File: config.mk
export PLATFORM = sky130hd
export DESIGN_NAME = multi_item_vendor
export DESIGN_NICKNAME = d
export VERILOG_FILES = /design/src/rtl/multi_item_vendor.sv
export SDC_FILE = /design/constraint.sdc
export NUM_CORES = 1
export LEC_CHECK = 0
export BUFFER_PORTS_ARGS = -buffer_cell sky130_fd_sc_hd__buf_4
export CAP_MARGIN = 20
export CORE_MARGIN = 10
export CORE_UTILIZATION = 41
export CTS_BUF_LIST = sky130_fd_sc_hd__clkbuf_4
export DETAILED_ROUTE_END_ITERATION = 8
export GPL_TIMING_DRIVEN = 0
export SLEW_MARGIN = 20
export SYNTH_ARGS = -nofsm -noshare
export SYNTH_HDL_FRONTEND = slang
export SYNTH_SLANG_ARGS = --single-unit
File: constraint.sdc
create_clock -name ClkIn -period 9.8 [get_ports ClkIn]
set_clock_uncertainty 0.2 [all_clocks]
set_input_delay 1.96 -clock ClkIn [delete_from_list [all_inputs] [get_ports ClkIn]]
set_output_delay 1.96 -clock ClkIn [all_outputs]
set_load 0.01 [all_outputs]
File: src/rtl/multi_item_vendor.sv
// Multi-item vending controller: coin credit, per-item prices and stock, greedy change.
// All outputs registered; pulses appear the cycle after the sampling edge; no backpressure, inputs are one-cycle pulses.
module multi_item_vendor #(
  parameter int NUM_ITEMS  = 4,
  parameter int CREDIT_W   = 8,
  parameter int CREDIT_MAX = 200,
  parameter logic [NUM_ITEMS*CREDIT_W-1:0] PRICES = {8'd100, 8'd75, 8'd50, 8'd65},
  parameter int STOCK_W    = 4,
  parameter int INIT_STOCK = 10,
  parameter int SEL_W      = (NUM_ITEMS > 1) ? $clog2(NUM_ITEMS) : 1
) (
  input  logic                 ClkIn,
  input  logic                 Reset,
  input  logic                 N,
  input  logic                 D,
  input  logic                 Q,
  input  logic [SEL_W-1:0]     Sel,
  input  logic                 Vend,
  input  logic                 CoinReturn,
  input  logic                 Restock,
  output logic                 Dispense,
  output logic [SEL_W-1:0]     DispItem,
  output logic                 ChgN,
  output logic                 ChgD,
  output logic                 ChgQ,
  output logic                 CoinReject,
  output logic                 Denied,
  output logic [CREDIT_W-1:0]  Credit,
  output logic [NUM_ITEMS-1:0] SoldOut,
  output logic                 Busy
);

  typedef enum logic [1:0] {IDLE, HOLD, VEND, CHANGE} state_t;

  localparam logic [STOCK_W-1:0]  STOCK_INIT = STOCK_W'(INIT_STOCK);
  localparam logic [CREDIT_W:0]   MAX_SUM    = (CREDIT_W+1)'(CREDIT_MAX);

  state_t               state;
  logic [STOCK_W-1:0]   stock [NUM_ITEMS];

  logic [1:0]           coin_cnt;
  logic                 any_coin;
  logic                 one_coin;
  logic [CREDIT_W-1:0]  coin_val;
  logic [CREDIT_W:0]    coin_sum;
  logic                 coin_acc;
  logic [CREDIT_W-1:0]  cur_price;
  logic [STOCK_W-1:0]   cur_stock;
  logic                 sel_ok;
  logic                 vend_ok;
  logic                 chg_q;
  logic                 chg_d;
  logic                 chg_n;
  logic [CREDIT_W-1:0]  chg_val;
  logic                 do_chg;

  always_comb begin
    coin_cnt = 2'(N) + 2'(D) + 2'(Q);
    any_coin = N | D | Q;
    one_coin = (coin_cnt == 2'd1);
    coin_val = N ? CREDIT_W'(5) : (D ? CREDIT_W'(10) : CREDIT_W'(25));
    coin_sum = {1'b0, Credit} + {1'b0, coin_val};
    coin_acc = ((state == IDLE) || (state == HOLD)) && !Vend && !CoinReturn &&
               one_coin && (coin_sum <= MAX_SUM);

    // Sel values past NUM_ITEMS match nothing and leave sel_ok low.
    cur_price = '0;
    cur_stock = '0;
    sel_ok    = 1'b0;
    for (int i = 0; i < NUM_ITEMS; i++) begin
      if (Sel == SEL_W'(i)) begin
        cur_price = PRICES[i*CREDIT_W +: CREDIT_W];
        cur_stock = stock[i];
        sel_ok    = 1'b1;
      end
    end
    vend_ok = sel_ok && (cur_stock != '0) && (Credit >= cur_price);

    chg_q   = (Credit >= CREDIT_W'(25));
    chg_d   = !chg_q && (Credit >= CREDIT_W'(10));
    chg_n   = !chg_q && !chg_d;
    chg_val = chg_q ? CREDIT_W'(25) : (chg_d ? CREDIT_W'(10) : CREDIT_W'(5));

    do_chg  = (state == CHANGE) ||
              ((state == VEND) && (Credit != '0)) ||
              ((state == HOLD) && !Vend && CoinReturn);
  end

  always_ff @(posedge ClkIn or posedge Reset) begin
    if (Reset) begin
      state      <= IDLE;
      Credit     <= '0;
      SoldOut    <= {NUM_ITEMS{STOCK_INIT == '0}};
      for (int i = 0; i < NUM_ITEMS; i++) stock[i] <= STOCK_INIT;
      Dispense   <= 1'b0;
      DispItem   <= '0;
      ChgN       <= 1'b0;
      ChgD       <= 1'b0;
      ChgQ       <= 1'b0;
      CoinReject <= 1'b0;
      Denied     <= 1'b0;
      Busy       <= 1'b0;
    end else begin
      Dispense   <= 1'b0;
      DispItem   <= '0;
      ChgN       <= 1'b0;
      ChgD       <= 1'b0;
      ChgQ       <= 1'b0;
      Denied     <= 1'b0;
      Busy       <= 1'b0;
      CoinReject <= any_coin && !coin_acc;

      case (state)
        IDLE, HOLD: begin
          if (Vend) begin
            if (vend_ok) begin
              Dispense <= 1'b1;
              DispItem <= Sel;
              Credit   <= Credit - cur_price;
              Busy     <= 1'b1;
              state    <= VEND;
              for (int i = 0; i < NUM_ITEMS; i++) begin
                if (Sel == SEL_W'(i)) begin
                  stock[i]   <= stock[i] - STOCK_W'(1);
                  SoldOut[i] <= (stock[i] == STOCK_W'(1));
                end
              end
            end else begin
              Denied <= 1'b1;
            end
          end else begin
            if (Restock) begin
              for (int i = 0; i < NUM_ITEMS; i++) stock[i] <= STOCK_INIT;
              SoldOut <= {NUM_ITEMS{STOCK_INIT == '0}};
            end
            if (coin_acc) begin
              Credit <= coin_sum[CREDIT_W-1:0];
              state  <= HOLD;
            end
          end
        end
        VEND:    state <= IDLE;
        default: ;
      endcase

      // Change coins leave back-to-back; the last coin drops straight to IDLE so no dead cycle follows.
      if (do_chg) begin
        ChgQ   <= chg_q;
        ChgD   <= chg_d;
        ChgN   <= chg_n;
        Credit <= Credit - chg_val;
        Busy   <= 1'b1;
        state  <= (Credit == chg_val) ? IDLE : CHANGE;
      end
    end
  end

endmodule

==> results.md <==
- Sequential share of the synthesized area: 0.3366
- Initial Util: 0.4264
- Worst Setup Start Kind: primary input
- Switch share: 0.4450
- Congestion Overflow GR: 0
- Antenna fix cells: 0
- Comb power frac: 0.618
- EDFF count, synth: 0
- Clk buf depth: 2
- Port Buffer Count: 29
- Clock slew at reported path FFs: around 0.11 ns
- Post-Route WL: 6.987 mm
- CTS Hold Bufs: 0
- NumNets Final: around 400
- Met2 wire len: approximately 3.5 mm
- Crit-path slowest cell: fa_1
- Critical path type: in -> reg
- Worst-Margin Slew: 0.5446 ns
- First-pass GRT wire length: 12.09 mm
- Worst-Skew Late Latency: 0.34 ns
- 1st-pass router iterations: 4
- Root Driver: clkbuf_4
- RSZ-0062 raised after global routing: false
- Switching power: 0.0004237 W
- Placed instance count: 452
- WL met1: 3.154 mm
- Gr usage total: 0.1315
- Area grow syn2layout: 14.01%
- Hold Path Depth: 2
- Largest stage delay, worst path: 0.38 ns
- Largest fanout on the critical path: 8
- DP HPWL: around 5.5 mm
- Share of cells above drive strength 1: 0.1813
- Post-CTS sizing: 0
- Max_slew headroom: 0.6318
- Cells on worst reg2reg path: 11
- Initial antenna violation count: 0
- Clock tree from TritonCTS: yes
- Crit path DAT: 4.80 ns
- RePlAce Congestion: 0.8497
- Power per cell area: around 290 nW/µm²
- Post-synthesis adder-cell area fraction: 0.1512
- Clock Sinks: 39
- Die Wd: between 100 and 150 µm
- CTS H-tree lvls: 2
- Final setup fails: 0
- Total Power: about 0.00095 W
- Vias in the first global route: 2540
- Finished Layout Cells: 460
- Dominant cell type by area after synthesis: dfrtp_1
- Mux contribution to synthesized area: 0.03802
- Vias per inst: 5.309
- Largest net degree at the start of global routing: 29
- Highest metal used: met4
- Max-Cap Viols: 0
- Sequential share of power: 0.297
- FMAX: 0.2100 GHz
- Cell Int Power: between 0.0005 and 0.0006 W
- Core area: 6869 µm²
- TNS Setup: 0 ns
- Antenna violation net count after detailed routing: 0
- Cell Area, Synth: between 2000 and 3000 µm²
- Crit path time final: 4.763 ns
- Gate Count Post-Synth: 326
- Vias: about 2400
- Fin util: 0.4862
- VDD IR max: approximately 0.15 mV
- Main flop type after synthesis: dfrtp_1
- Async set-or-reset flop fraction in the synthesized netlist: 1.000
- Largest family of logic cells by synthesized area: simple AND/OR/NAND/NOR gates
- Std-Cell Rows: 30
- XOR/XNOR share of the synthesized area: 0.05083
- CTS Buf Count: 5
- Worst Setup End Kind: flip-flop
- Yosys warning total: 0
- CP Data Required Time: 9.83 ns
- Hold Vio Cnt, Final: 0
- Compound-Gate Fraction of Synth Area: 0.1820
- FF+latch count, synth: 39
- Average size of a mapped cell: 8.985 µm²
- Post-CTS setup buffers: 0
- Slew Viols, Final: 0
- Cell area after layout: between 3000 and 4000 µm²
- WL/cell: 15.19 µm
- Area of the die: 10920 µm²
- Top-level port count: 31
- Cell variety after synth: 55
- DRC: 0
- Area after DPL: 3287 µm²
- Post-synthesis simple-gate area fraction: 0.1828
- Status: completed
- Clock share of power: 0.085
- Mapped Nets: about 370
- Cell Chain, Critical Path: buf_4, inv_1, nand2_1, ha_1, inv_1, fa_1, nand2b_1, a211oi_2, o21ai_0, xor2_1, o31ai_4, and3_1, buf_6, mux2_4
- Most used cell, CP: inv_1
- Worst Hold Class: reg -> reg
- 1st-iter DRT viols: between 80 and 90
- Die Y-Extent: 104.5 µm
- Area contributors post-synth: dfrtp_1 (26%), ha_1 (12%), dfstp_2 (7.2%), nor2_1 (4.6%), nand2_1 (4.5%)
- Final Cycle Share: 0.4860
- Top-area cell type share of the netlist area: 0.2648
- Detail Route met3 WL: 266 µm
- LEAKAGE: 1.590 nW
-- per-stage QoR --
step | hold slack, ns | setup WS (ns)
final | 0.3040 | 5.037
after global routing | 0.3157 | 4.837
after CTS | 0.2993 | 5.016
after detailed placement | 0.2797 | 4.661
after global placement | 0.2764 | 4.698
after floorplan | 0.2651 | 5.117
-- worst max-delay path, delay by kind of cell --
kind | cells | cell delay [ns]
compound gates | 3 | 0.76
xor+xnor | 1 | 0.22
fa+ha+maj | 2 | 0.59
buf+inv | 4 | 0.39
mux | 1 | 0.30
simple gates | 3 | 0.57
-- layout make-up --
type,count,area (µm²)
inverters,30,112.6
clock buffers,6,45.04
clock inverters,2,7.507
flip-flops and latches,39,985.9
plain buffers,11,58.81
fillers,689,3530
well taps,96,120.1
repair buffers,30,237.7
multi-input cells,246,1772
-- state kept, by name (all words and copies together), names as in the netlist --
register    count
CoinReject      1
Busy            1
stock          16
ChgD            1
Dispense        1
state           2
ChgQ            1
SoldOut         4
Credit          8
Denied          1
ChgN            1
DispItem        2
-- final timing paths --
kind,endpoint,from,slack [ns]
max in group asynchronous,stock[9],Reset,7.55
max,Credit[3],N,5.04
min,stock[3],stock[3],0.30
min reg2reg,stock[3],stock[3],0.30
min in group asynchronous,stock[12],Reset,1.35
max reg2reg,Credit[7],Credit[1],5.99
-- layout by cell type, fill, tap and decap left out, drive strengths merged, types with 3 or more instances in the layout --
cell type / instances
a211oi: 7
a21boi: 3
a21o: 3
a21oi: 9
a31oi: 4
buf: 37
clkbuf: 10
dfrtp: 31
dfstp: 8
fa: 4
ha: 29
inv: 30
mux2: 5
mux2i: 4
nand2: 36
nand2b: 5
nand3: 12
nand3b: 3
nand4: 3
nor2: 36
o2111ai: 3
o211ai: 7
o21ai: 21
o31ai: 4
o41ai: 4
xnor2: 7
xor2: 10
-- synthesized netlist by cell type (4+ instances only) --
| cell type | number |
|---|---|
| nor2_1 | 36 |
| nand2_1 | 35 |
| dfrtp_1 | 31 |
| inv_1 | 30 |
| ha_1 | 29 |
| o21ai_0 | 20 |
| nand3_1 | 12 |
| xor2_1 | 10 |
| a21oi_1 | 9 |
| dfstp_2 | 8 |
| o211ai_1 | 7 |
| xnor2_1 | 7 |
| buf_2 | 5 |
| nand2b_1 | 5 |
| a211oi_1 | 4 |
| a31oi_1 | 4 |
| clkbuf_1 | 4 |
| fa_1 | 4 |
| mux2_4 | 4 |
| mux2i_1 | 4 |
| o41ai_1 | 4 |
-- routing by layer --
metal,GRT usage,vias to the layer above
met3,0.02602,7
met4,0.04374,0
met5,0,-
li1,-,1219
met2,0.2337,43
met1,0.1533,1173
-- logic make-up after synthesis --
kind of cell,after synthesis
buf+inv,41
compound gates,74
fa+ha+maj,33
xor+xnor,17
simple gates,113
mux,9
flops,39
-- power groups by stage --
stage	combinational (W)	sequential, W	clock (W)
floorplan	0.000442	0.000279	0
global placement	0.000580	0.000285	0
detailed placement	0.000589	0.000286	0
CTS	0.000594	0.000284	0.0000860
global route	0.000671	0.000292	0.0000915
finish	0.000588	0.000283	0.0000807
Power figures use the tool's default switching activity.
